$ cat src/rtl/timer_arbiter.sv
// timer_arbiter: one programmable interval timer shared round-robin among N
// requesters. Each owner gets LEN ticks of a selectable time base, then a
// one-cycle done pulse. Outputs grant, done and busy are all registered.
module timer_arbiter #(
  parameter int unsigned N        = 4,
  parameter int unsigned LEN_W    = 16,
  parameter int unsigned DIV_BAUD = 5206,
  parameter int unsigned DIV_10K  = 5000,
  parameter int unsigned DIV_1K   = 50000,
  parameter int unsigned DIV_100K = 500
) (
  input  logic               clk_50M,
  input  logic               rst_n,
  input  logic [N-1:0]       req,
  input  logic [2*N-1:0]     sel,
  input  logic [LEN_W*N-1:0] len,
  output logic [N-1:0]       grant,
  output logic [N-1:0]       done,
  output logic               busy
);

  localparam int unsigned PTR_W   = (N > 1) ? $clog2(N) : 1;
  localparam int unsigned DIV_M01 = (DIV_BAUD > DIV_10K)  ? DIV_BAUD : DIV_10K;
  localparam int unsigned DIV_M23 = (DIV_1K   > DIV_100K) ? DIV_1K   : DIV_100K;
  localparam int unsigned DIV_MAX = (DIV_M01 > DIV_M23) ? DIV_M01 : DIV_M23;
  localparam int unsigned PCNT_W  = (DIV_MAX > 1) ? $clog2(DIV_MAX) : 1;
  localparam int unsigned CAND_W  = PTR_W + 1;

  typedef enum logic [1:0] {
    S_IDLE = 2'd0,
    S_LOAD = 2'd1,
    S_RUN  = 2'd2,
    S_DONE = 2'd3
  } state_e;

  state_e              state_q, state_d;
  logic [PTR_W-1:0]    ptr_q, ptr_d;
  logic [PTR_W-1:0]    owner_q, owner_d;
  logic [1:0]          sel_q, sel_d;
  logic [LEN_W-1:0]    rem_q, rem_d;
  logic [PCNT_W-1:0]   pcnt_q, pcnt_d;
  logic [N-1:0]        grant_q, grant_d;
  logic [N-1:0]        done_q, done_d;
  logic                busy_q, busy_d;

  logic [1:0]          sel_a [N];
  logic [LEN_W-1:0]    len_a [N];
  logic [CAND_W-1:0]   cand;
  logic                pick_found;
  logic [PTR_W-1:0]    pick_idx;
  logic [PTR_W-1:0]    ptr_next;
  logic [PCNT_W-1:0]   div_m1;
  logic                owner_req;

  // Split the flat per-requester select and length buses into arrays.
  always_comb begin
    for (int unsigned i = 0; i < N; i++) begin
      sel_a[i] = sel[2*i +: 2];
      len_a[i] = len[LEN_W*i +: LEN_W];
    end
  end

  // Round-robin pick: first set request searching ptr, ptr+1, ... modulo N.
  always_comb begin
    cand       = '0;
    pick_found = 1'b0;
    pick_idx   = '0;
    for (int unsigned k = 0; k < N; k++) begin
      cand = {1'b0, ptr_q} + CAND_W'(k);
      if (cand >= CAND_W'(N)) begin
        cand = cand - CAND_W'(N);
      end
      if (!pick_found && req[cand[PTR_W-1:0]]) begin
        pick_found = 1'b1;
        pick_idx   = cand[PTR_W-1:0];
      end
    end
  end

  // Pointer value after the current owner releases: owner + 1 modulo N.
  always_comb begin
    ptr_next = (owner_q == PTR_W'(N - 1)) ? '0 : owner_q + PTR_W'(1);
  end

  // Terminal prescaler count for the captured time base.
  always_comb begin
    unique case (sel_q)
      2'd0:    div_m1 = PCNT_W'(DIV_BAUD - 1);
      2'd1:    div_m1 = PCNT_W'(DIV_10K - 1);
      2'd2:    div_m1 = PCNT_W'(DIV_1K - 1);
      default: div_m1 = PCNT_W'(DIV_100K - 1);
    endcase
  end

  assign owner_req = req[owner_q];

  // Next-state and registered-output logic for the arbitration/timer FSM.
  always_comb begin
    state_d = state_q;
    ptr_d   = ptr_q;
    owner_d = owner_q;
    sel_d   = sel_q;
    rem_d   = rem_q;
    pcnt_d  = pcnt_q;
    grant_d = grant_q;
    done_d  = '0;
    busy_d  = busy_q;

    unique case (state_q)
      S_IDLE: begin
        grant_d = '0;
        busy_d  = 1'b0;
        if (pick_found) begin
          owner_d = pick_idx;
          sel_d   = sel_a[pick_idx];
          rem_d   = len_a[pick_idx];
          pcnt_d  = '0;
          grant_d = N'(1) << pick_idx;
          busy_d  = 1'b1;
          state_d = S_LOAD;
        end
      end

      S_LOAD: begin
        if (!owner_req) begin
          // Owner withdrew before the interval started: release silently.
          grant_d = '0;
          busy_d  = 1'b0;
          ptr_d   = ptr_next;
          state_d = S_IDLE;
        end else if (rem_q == '0) begin
          done_d  = grant_q;
          state_d = S_DONE;
        end else begin
          pcnt_d  = '0;
          state_d = S_RUN;
        end
      end

      S_RUN: begin
        if (!owner_req) begin
          grant_d = '0;
          busy_d  = 1'b0;
          ptr_d   = ptr_next;
          state_d = S_IDLE;
        end else if (pcnt_q == div_m1) begin
          pcnt_d = '0;
          rem_d  = rem_q - LEN_W'(1);
          if (rem_q == LEN_W'(1)) begin
            done_d  = grant_q;
            state_d = S_DONE;
          end
        end else begin
          pcnt_d = pcnt_q + PCNT_W'(1);
        end
      end

      S_DONE: begin
        // done is high during this state; the owner drops to lowest priority.
        grant_d = '0;
        busy_d  = 1'b0;
        ptr_d   = ptr_next;
        state_d = S_IDLE;
      end

      default: begin
        grant_d = '0;
        busy_d  = 1'b0;
        state_d = S_IDLE;
      end
    endcase
  end

  // State and output registers; reset clears everything including the pointer.
  always_ff @(posedge clk_50M or negedge rst_n) begin
    if (!rst_n) begin
      state_q <= S_IDLE;
      ptr_q   <= '0;
      owner_q <= '0;
      sel_q   <= '0;
      rem_q   <= '0;
      pcnt_q  <= '0;
      grant_q <= '0;
      done_q  <= '0;
      busy_q  <= 1'b0;
    end else begin
      state_q <= state_d;
      ptr_q   <= ptr_d;
      owner_q <= owner_d;
      sel_q   <= sel_d;
      rem_q   <= rem_d;
      pcnt_q  <= pcnt_d;
      grant_q <= grant_d;
      done_q  <= done_d;
      busy_q  <= busy_d;
    end
  end

  assign grant = grant_q;
  assign done  = done_q;
  assign busy  = busy_q;

endmodule

$ cat config.mk
export PLATFORM = sky130hd
export DESIGN_NAME = timer_arbiter
export DESIGN_NICKNAME = d
export VERILOG_FILES = /design/src/rtl/timer_arbiter.sv
export SDC_FILE = /design/constraint.sdc
export NUM_CORES = 1
export LEC_CHECK = 0
export ABC_AREA = 1
export CAP_MARGIN = 5
export CORE_MARGIN = 10
export CORE_UTILIZATION = 40
export DETAILED_ROUTE_END_ITERATION = 6
export SYNTH_ARGS = -nofsm -noshare
export SYNTH_HDL_FRONTEND = slang
export SYNTH_SLANG_ARGS = --single-unit
$ cat constraint.sdc
create_clock -name clk_50M -period 2.2 [get_ports clk_50M]
set_input_delay 0.22 -clock clk_50M [delete_from_list [all_inputs] [get_ports clk_50M]]
set_output_delay 0.22 -clock clk_50M [all_outputs]
set_load 0.005 [all_outputs]
## Word-level counts from Yosys, hierarchy flattened

Index checks and enable logic that the tools add are counted.
Widths: inputs -> output; s select.

| operators by class | value |
|---|---|
| reductions and logical operators | 18 |
| bitwise logic cells | 1 |
| multiplexer cells | 61 |
| $add $sub $neg | 10 |
| equality and inequality tests | 16 |
| order comparisons | 10 |
| shifts and indexed selects | 1 |

Operators by type and width:

| operator | count |
|---|---|
| $mux 16 | 10 |
| $pmux 16 s3 | 2 |
| $mux 2 | 17 |
| $bmux 16 s2 | 1 |
| $pmux 16 s2 | 1 |
| $mux 4 | 7 |
| $add 16x1->16 const B | 1 |
| $eq 16x1->1 const B | 1 |
| $eq 16x16->1 | 1 |
| $logic_not 16->1 | 1 |
| $sub 16x1->16 const B | 1 |
| $lt 2x3->1 const B | 5 |
| $ge 3x3->1 const B | 4 |
| $mux 1 | 12 |
| $ne 2x2->1 const B | 6 |
| $pmux 4 s3 | 1 |
| $bmux 1 s2 | 5 |
| $eq 2x2->1 const B | 4 |
| $pmux 2 s4 | 1 |
| $pmux 4 s2 | 1 |
| $sub 2x1->2 const B | 4 |
| $add 2x2->3 const B | 2 |
| $ne 3x3->1 const B | 2 |
| $reduce_and 5->1 | 1 |
| other kinds (18) | 26 |

| storage, ports and cells | value |
|---|---|
| register bits after elaboration | 49 |
| logic and storage cells | 126 |
| output and inout bits | 9 |
| bits of input ports | 78 |

## Longest topological paths before layout

Gate-level depths: netlist of run 1.

| depth | value |
|---|---|
| depth after elaboration | 20 |
| depth in mapped cells | 16 |
| depth with buffers taken out | 15 |

## Worst setup path after synthesis of run 1

Ideal clock, no wire load.

| timing | value |
|---|---|
| path type | register -> register |
| from | register sel_q[1] |
| to | register rem_q[3] |
| data arrival time | 1.918 ns |
| setup time | 0.065 ns |
| slack | 0.217 ns |
| cell stages (with the launch flop) | 16 |
| path buffers | 1 |
| clock period less this slack | 1.983 ns |
| required time | 2.135 ns |
| cells stage by stage | dfrtp_1 > inv_1 > ha_1 > inv_1 > nand2_1 > nand2_1 > nor3b_1 > nand2_1 > nor2_1 > nand2_1 > nand2_1 > nand3_2 > buf_2 > a31oi_1 > nand2_1 > nand2_1 |

| on the way | value |
|---|---|
| cells in the longest elaborated chain, start to end | 5 |
| elaborated cells between the ends (all ways) | 7 |
| those cells by class | eq/ne (4); mux (1); reduce/logical (2) |

RTL lines:

| element | line | source |
|---|---|---|
| start: declaration | 39 | `logic [1:0] sel_q, sel_d;` |
| start signal: assignment | 190 | `sel_q <= sel_d;` |
| $eq 2x2->1, or another cell as far along | 87 | `unique case (sel_q)` |
| $pmux 16 s3 * | 87 |  |
| $eq 16x16->1 * | 146 | `end else if (pcnt_q == div_m1) begin` |
| $ne 2x2->1 (no source line) * | n/a |  |
| $reduce_and 4->1 (no source line) * | n/a |  |
| end signal: assignment | 191 | `rem_q <= rem_d;` |
| end: declaration | 40 | `logic [LEN_W-1:0] rem_q, rem_d;` |

Every way passes the cells marked *; elsewhere a longest branch is shown, timed or not.
A chain may end at the register's enable or synchronous reset.

## Worst setup path in the final report of run 1

| timing | value |
|---|---|
| from | register ptr_q[0] |
| to | register rem_q[14] |

| on the way | value |
|---|---|
| cells in the longest elaborated chain, start to end | 20 |
| elaborated cells between the ends (all ways) | 45 |
| those cells by class | add/sub (7); order compare (4); eq/ne (1); mux (25); bitwise (1); reduce/logical (7) |

RTL lines:

| element | line | source |
|---|---|---|
| start: declaration | 37 | `logic [PTR_W-1:0] ptr_q, ptr_d;` |
| start signal: assignment | 188 | `ptr_q <= ptr_d;` |
| parallel branches: the longest is 20 deep, another holds $add 2x1->3 | n/a |  |

Parallel ways; which one is timed is not known. The select of a mux whose other input is x is not followed.

==> results of run 1 <==
-- cell usage after synthesis (all sizes together) --
master	number	share of area, %
dfrtp	49	28
nor3b	1	0.17
o41ai	1	0.20
ha	14	4.0
o21bai	1	0.17
nor4	3	0.43
nor2b	1	0.14
o211ai	4	0.69
clkinv	1	0.087
buf	18	3.1
a31oi	2	0.29
o21ai	32	3.7
nand2	207	18
nor3	8	0.93
a22oi	1	0.17
xor2	9	1.8
clkbuf	6	0.52
o31ai	3	0.52
or2	2	0.29
a32oi	1	0.20
nand3	93	11
a21oi	36	4.2
nor2	74	6.8
xnor2	2	0.41
nand4	11	1.6
o22ai	2	0.29
inv	127	11
-- final timing paths --
kind | cells after the start | endpoint | slack (ps)
worst max-delay path | 15 | rem_q[14] | 100
worst min-delay path | 2 | ptr_q[0] | 390
worst max register to register | 15 | rem_q[14] | 100
worst min register to register | 2 | rem_q[1] | 500
max in group asynchronous | 3 | pcnt_q[3] | 1170
min in group clk_50M | 2 | rem_q[1] | 500
-- cell families (layout without fill, tap and decap cells) --
family          Yosys count  in the layout  synth area share [%]
xor+xnor                 11             11                  2.23
fa+ha+maj                14             14                  4.05
compound gates           83             83                  10.4
flops                    49             49                  28.3
buf+inv                 152            267                  14.8
simple gates            400            400                  40.2
-- repair_timing --
item                                   CTS  global route
buffers inserted                         0             3
endpoints found under the hold margin   19             0
resized for setup                        0            38
setup endpoints to repair                0            32
hold buffers                             1             0
-- critical path: stages, from the launching register on --
cell,delay (ps)
dfrtp_2,460
buf_6,140
nand2_2,60
nand2_2,70
nand2_2,80
nand2_2,70
nor2_4,160
nand2_2,110
nor2_2,110
nor2_2,60
nor2_4,190
buf_12,140
nand3_1,80
nand2_2,100
nand2_1,70
a21oi_2,120
-- stage by stage --
stage          total power [mW]  cells  util (%)
6_report                   8.88    960      56.4
5_1_grt                    9.82    960      56.4
2_1_floorplan              5.71    709         -
4_1_cts                    8.19    954      54.2
3_5_place_dp               7.59    945      53.2
3_3_place_gp               7.53    945      53.2
-- registers in the layout, summed over array words and instances (netlist names) --
signal,cells
pcnt_q,16
rem_q,16
done,4
grant,4
owner_q,2
ptr_q,2
sel_q,2
state_q,2
busy,1
-- power breakdown --
group,internal [mW],total [mW],switching (mW)
Sequential,1.19,1.43,0.244
Combinational,2.88,6.87,3.99
Clock,0.227,0.574,0.347
Total,4.30,8.88,4.58
-- placed cells by master, fill, tap and decap left out, types with 8 or more instances in the layout --
master           Yosys  final
dfrtp_1             49     47
clkdlybuf4s50_1      0     85
xor2_1               9      9
nor3_1               8      8
o21ai_1             11     11
nand4_1             11     11
ha_1                14     11
nand3_1             88     87
nand2_2              9     17
a21oi_1             36     32
buf_4                6     33
inv_1              120    120
nand2_1            198    189
o21ai_0             21     20
nor2_1              71     67
-- layout make-up --
cell class                 count  share of cell area, %
multi-input combinational    508                   43.8
timing repair buffer         131                   22.5
sequential                    49                   20.9
inverter                     128                   8.31
tap                          136                   2.90
clock buffer                   5                   1.17
clock inverter                 3                  0.362
-- routing by layer --
| layer | part of all wire (%) | up-vias | wire (um) | GRT usage (%) |
|---|---|---|---|---|
| li1 | - | 2461 | - | - |
| met1 | 44 | 2220 | 5950 | 21.8 |
| met2 | 50 | 115 | 6830 | 31.2 |
| met3 | 5.5 | 12 | 749 | 3.39 |
| met4 | 0.85 | 0 | 116 | 3.24 |
| met5 | 0 | - | 0 | 0 |
==> results.py, run 1 <==
metrics = {
    "outcome": {
        "status": "complete, no violations",
    },
    "pwr": {
        "total_leakage_power_nw": 2.93,
        "powerDensity_nw_per_um2": 1510,
        "vdd_drop_max_uv": 892,
    },
    "detailed_routing": {
        "drt_first_iter_violations": 376,
        "avgViaCountPerCell": 5.01,
        "drt-pass1-iter-count": 7,
        "final_antenna_net_count": 0,
        "avgRoutedWirePerCell_um": 14.2,
        "vias": 4808,
        "post-route-drc-count": 0,
        "routed_wl_mm": 13.6,
    },
    "setup_path": {
        "crit_fanout": 5,
        "critPathLaunchType": "register",
        "crit_arrival_ps": 2350,
        "timing.rr.start": "ptr_q[0]",
        "required_ps": 2450,
        "cp-end-kind": "register",
        "crit_type": "register to register",
        "crit_start": "ptr_q[0]",
    },
    "timing": {
        "setup_viol": 0,
        "fin_crit_sh_pct": 95.6,
        "hold_slack_ps": 393,
        "final_hold_viol_count": 0,
        "post-route-min-period_ps": 2100,
        "clock_skew_ps": 9.22,
        "totalNegativeSetupSlack_ps": 0,
        "fmax_mhz": 475,
        "maxSlewHeadroom_pct": 62.2,
        "worst_pin_slew_ps": 562,
        "slew_viol_final": 0,
        "layout_setup_ws_ps": 96.8,
    },
    "global_routing": {
        "grt_pass1_wl_mm": 21.7,
        "antenna_found_initial": 0,
        "grt_max_degree": 28,
        "grt_pass1_vias": 4575,
        "globalRouteTotalUtil_pct": 17.6,
        "overflow": 0,
    },
    "die": {
        "core_area_um2": 10400,
        "die-area_um2": 15400,
        "io_pins": 87,
        "rows": 37,
        "initial_utilization_pct": 41.5,
        "die_x_um": 124,
        "die_y_um": 124,
    },
    "logic_synthesis": {
        "ys_ff_latch": 49,
        "yosysSeqAreaShare_pct": 28.3,
        "syn_area_um2": 4330,
        "syn_nets": 801,
        "yosysWarnings": 0,
        "synth.distinct_cells": 36,
        "syn_area_per_cell_um2": 6.10,
        "synthCells": 709,
    },
    "cts": {
        "cts_buffer_depth": 2,
        "htree_num_levels": 2,
        "clock-sinks": 49,
        "cts_buffers": 5,
        "cts_root_buffer": "clkbuf_8",
        "path_clk_slew_ps": 100,
        "clk_latency_ps": 320,
        "cts_tree": "yes",
    },
    "placed_design": {
        "post-place-ws_ps": -44.4,
        "portBuffers": 86,
        "dpl.hpwl_mm": 10.8,
        "finalWeightedCongestion": 0.929,
        "dpl_cell_area_um2": 5540,
    },
    "cells_and_area": {
        "drive_above_1_share_pct": 12.9,
        "nNetsFinal": 915,
        "nFillCells": 1041,
        "insertedDiodeCount": 0,
        "synthToLayoutAreaGrowth_pct": 35.8,
        "multi_input_area_um2": 2570,
        "seqCellArea_um2": 1230,
        "design_area_um2": 5870,
    },
    "min_path": {
        "holdCritPathClass": "input pin to asynchronous set/reset pin",
    },
    "run": {
        "maxCapViolCount": 0,
    },
}
Note: power is estimated with default switching activity, not from simulation.
==> run 2: changes to the inputs <==
--- a/config.mk
+++ b/config.mk
@@ -7,9 +7,12 @@
 export LEC_CHECK = 0
 export ABC_AREA = 1
 export CAP_MARGIN = 5
+export CELL_PAD_IN_SITES_DETAIL_PLACEMENT = 0
+export CELL_PAD_IN_SITES_GLOBAL_PLACEMENT = 1
 export CORE_MARGIN = 10
-export CORE_UTILIZATION = 40
+export CORE_UTILIZATION = 36
 export DETAILED_ROUTE_END_ITERATION = 6
+export PLACE_DENSITY_LB_ADDON = 0.1
 export SYNTH_ARGS = -nofsm -noshare
 export SYNTH_HDL_FRONTEND = slang
 export SYNTH_SLANG_ARGS = --single-unit
==> results.py, run 2 (synthesized netlist as in run 1, its figures left out) <==
metrics = {
    "detailed_routing": {
        "vias": 4800,
        "post-route-drc-count": 0,
        "drt_first_iter_violations": 266,
        "drt-pass1-iter-count": 5,
        "avgViaCountPerCell": 4.98,
        "avgRoutedWirePerCell_um": 14.9,
        "routed_wl_mm": 14.3,
        "final_antenna_net_count": 0,
    },
    "setup_path": {
        "crit_type": "register to register",
        "timing.critical_path.slowest_stage_cell": "dfrtp_2",
        "critPathBufInv": 2,
        "required_ps": 2430,
        "crit_chain": "buf_6 -> nand2_2 -> nand2_2 -> nand2_2 -> nand2_2 -> nor2_4 -> nand2_2 -> nor2_2 -> nor2_2 -> nor2_4 -> buf_12 -> nand3_1 -> nand2_1 -> nand2_2 -> a21oi_2",
        "crit_top_cell": "nand2_2",
        "crit_fanout": 7,
        "crit_arrival_ps": 2350,
        "max_stage_delay_ps": 440,
        "critPathLaunchType": "register",
        "cp_top_family": "simple AND/OR/NAND/NOR gates",
        "cp-end-kind": "register",
    },
    "pwr": {
        "p_comb_share_pct": 76.0,
        "vdd_drop_max_uv": 704,
        "pwr-share-clk_pct": 9.3,
        "switching_share_pct": 49.4,
        "p_seq_share_pct": 14.7,
        "powerDensity_nw_per_um2": 1610,
        "power_mw": 9.82,
        "power.internal_mw": 4.97,
        "total_leakage_power_nw": 3.01,
        "p_sw_mw": 4.85,
    },
    "global_routing": {
        "grt_pass1_vias": 4622,
        "overflow": 0,
        "globalRouteTotalUtil_pct": 16.7,
        "grt_max_degree": 38,
        "antenna_found_initial": 0,
        "grt_pass1_wl_mm": 22.7,
    },
    "die": {
        "io_pins": 87,
        "die_y_um": 130,
        "rows": 39,
        "core_area_um2": 11600,
        "initial_utilization_pct": 37.2,
        "die_x_um": 130,
        "die-area_um2": 16800,
    },
    "cells_and_area": {
        "nFillCells": 1208,
        "design_area_um2": 6110,
        "insertedDiodeCount": 0,
        "final_common_cell": "nand2_1",
        "mostFrequentLayoutCells": "187 x nand2_1, 118 x inv_1, 85 x clkdlybuf4s50_1",
        "drive_above_1_share_pct": 14.6,
        "synthToLayoutAreaGrowth_pct": 41.3,
        "fin_cells": 964,
        "nNetsFinal": 912,
        "largest_registers": "pcnt_q (16), rem_q (16)",
        "post-route-util_pct": 52.6,
    },
    "cts": {
        "cts_root_buffer": "clkbuf_16",
        "clock-sinks": 49,
        "htree_num_levels": 2,
        "cts_buffers": 5,
        "cts_tree": "yes",
        "cts_buffer_depth": 2,
        "clk_latency_ps": 290,
        "path_clk_slew_ps": 70,
    },
    "timing": {
        "worst_pin_slew_ps": 641,
        "rsz0062_at_grt": "true",
        "totalNegativeSetupSlack_ps": 0,
        "fmax_mhz": 471,
        "setup_viol": 0,
        "final_hold_viol_count": 0,
        "clock_skew_ps": 3.48,
        "post-route-min-period_ps": 2120,
        "maxSlewHeadroom_pct": 57.3,
        "fin_crit_sh_pct": 96.6,
        "layout_setup_ws_ps": 75.5,
        "hold_slack_ps": 482,
        "slew_viol_final": 0,
    },
    "outcome": {
        "status": "complete, no violations",
    },
    "run": {
        "maxCapViolCount": 0,
    },
    "placed_design": {
        "dpl_cell_area_um2": 5550,
        "post-place-ws_ps": -58.8,
        "finalWeightedCongestion": 0.896,
        "dpl.hpwl_mm": 10.9,
        "dp_cells": 948,
        "portBuffers": 86,
    },
    "min_path": {
        "holdCritPathClass": "input pin to asynchronous set/reset pin",
    },
}
run 2: repair_timing:
item                                   in CTS  in global routing
setup endpoints to repair                   0                 37
resized for setup                           0                 59
hold buffers                                1                  0
setup buffers                               0                  1
endpoints found under the hold margin      24                  0
run 2: area by class of cell:
type | instances | area, um^2 | share of cell area, %
Sequential cell | 49 | 1230 | 20.1
Tap cell | 143 | 179 | 2.93
Clock inverter | 2 | 37.5 | 0.614
Inverter | 128 | 490 | 8.03
Timing Repair Buffer | 128 | 1380 | 22.5
Clock buffer | 6 | 139 | 2.27
Multi-Input combinational cell | 508 | 2660 | 43.5
run 2: power groups by stage:
stage | registers, mW | clock network (mW) | logic (mW)
after floorplan | 1.38 | 0 | 4.33
after global placement | 1.43 | 0 | 6.20
after detailed placement | 1.44 | 0 | 6.25
after CTS | 1.42 | 0.941 | 6.27
after global routing | 1.48 | 0.978 | 8.36
final | 1.44 | 0.916 | 7.46
run 2: metal layers:
metal | wire (um) | up-vias | GRT usage, %
li1 | - | 2455 | -
met1 | 6440 | 2224 | 20.4
met2 | 6990 | 107 | 29.1
met3 | 792 | 14 | 4.28
met4 | 120 | 0 | 2.91
met5 | 0 | - | 0
run 2: path summary, 6_finish.rpt:
kind / depth (start not counted) / slack, ps / endpoint / startpoint
min in group clk_50M: 2 / 500 / rem_q[1] / rem_q[1]
hold / removal: 2 / 480 / ptr_q[0] / rst_n
setup / recovery: 15 / 80 / rem_q[6] / ptr_q[0]
setup reg to reg: 15 / 80 / rem_q[6] / ptr_q[0]
max in group asynchronous: 3 / 1130 / rem_q[10] / rst_n
hold reg to reg: 2 / 500 / rem_q[1] / rem_q[1]
run 2: worst register-to-register path, delay by kind of cell, from the launching register on:
kind	cells	cell delay (ps)
and+or+nand+nor	12	1170
DFF	1	440
buffers and inverters	2	300
AOI/OAI and AO/OA	1	140
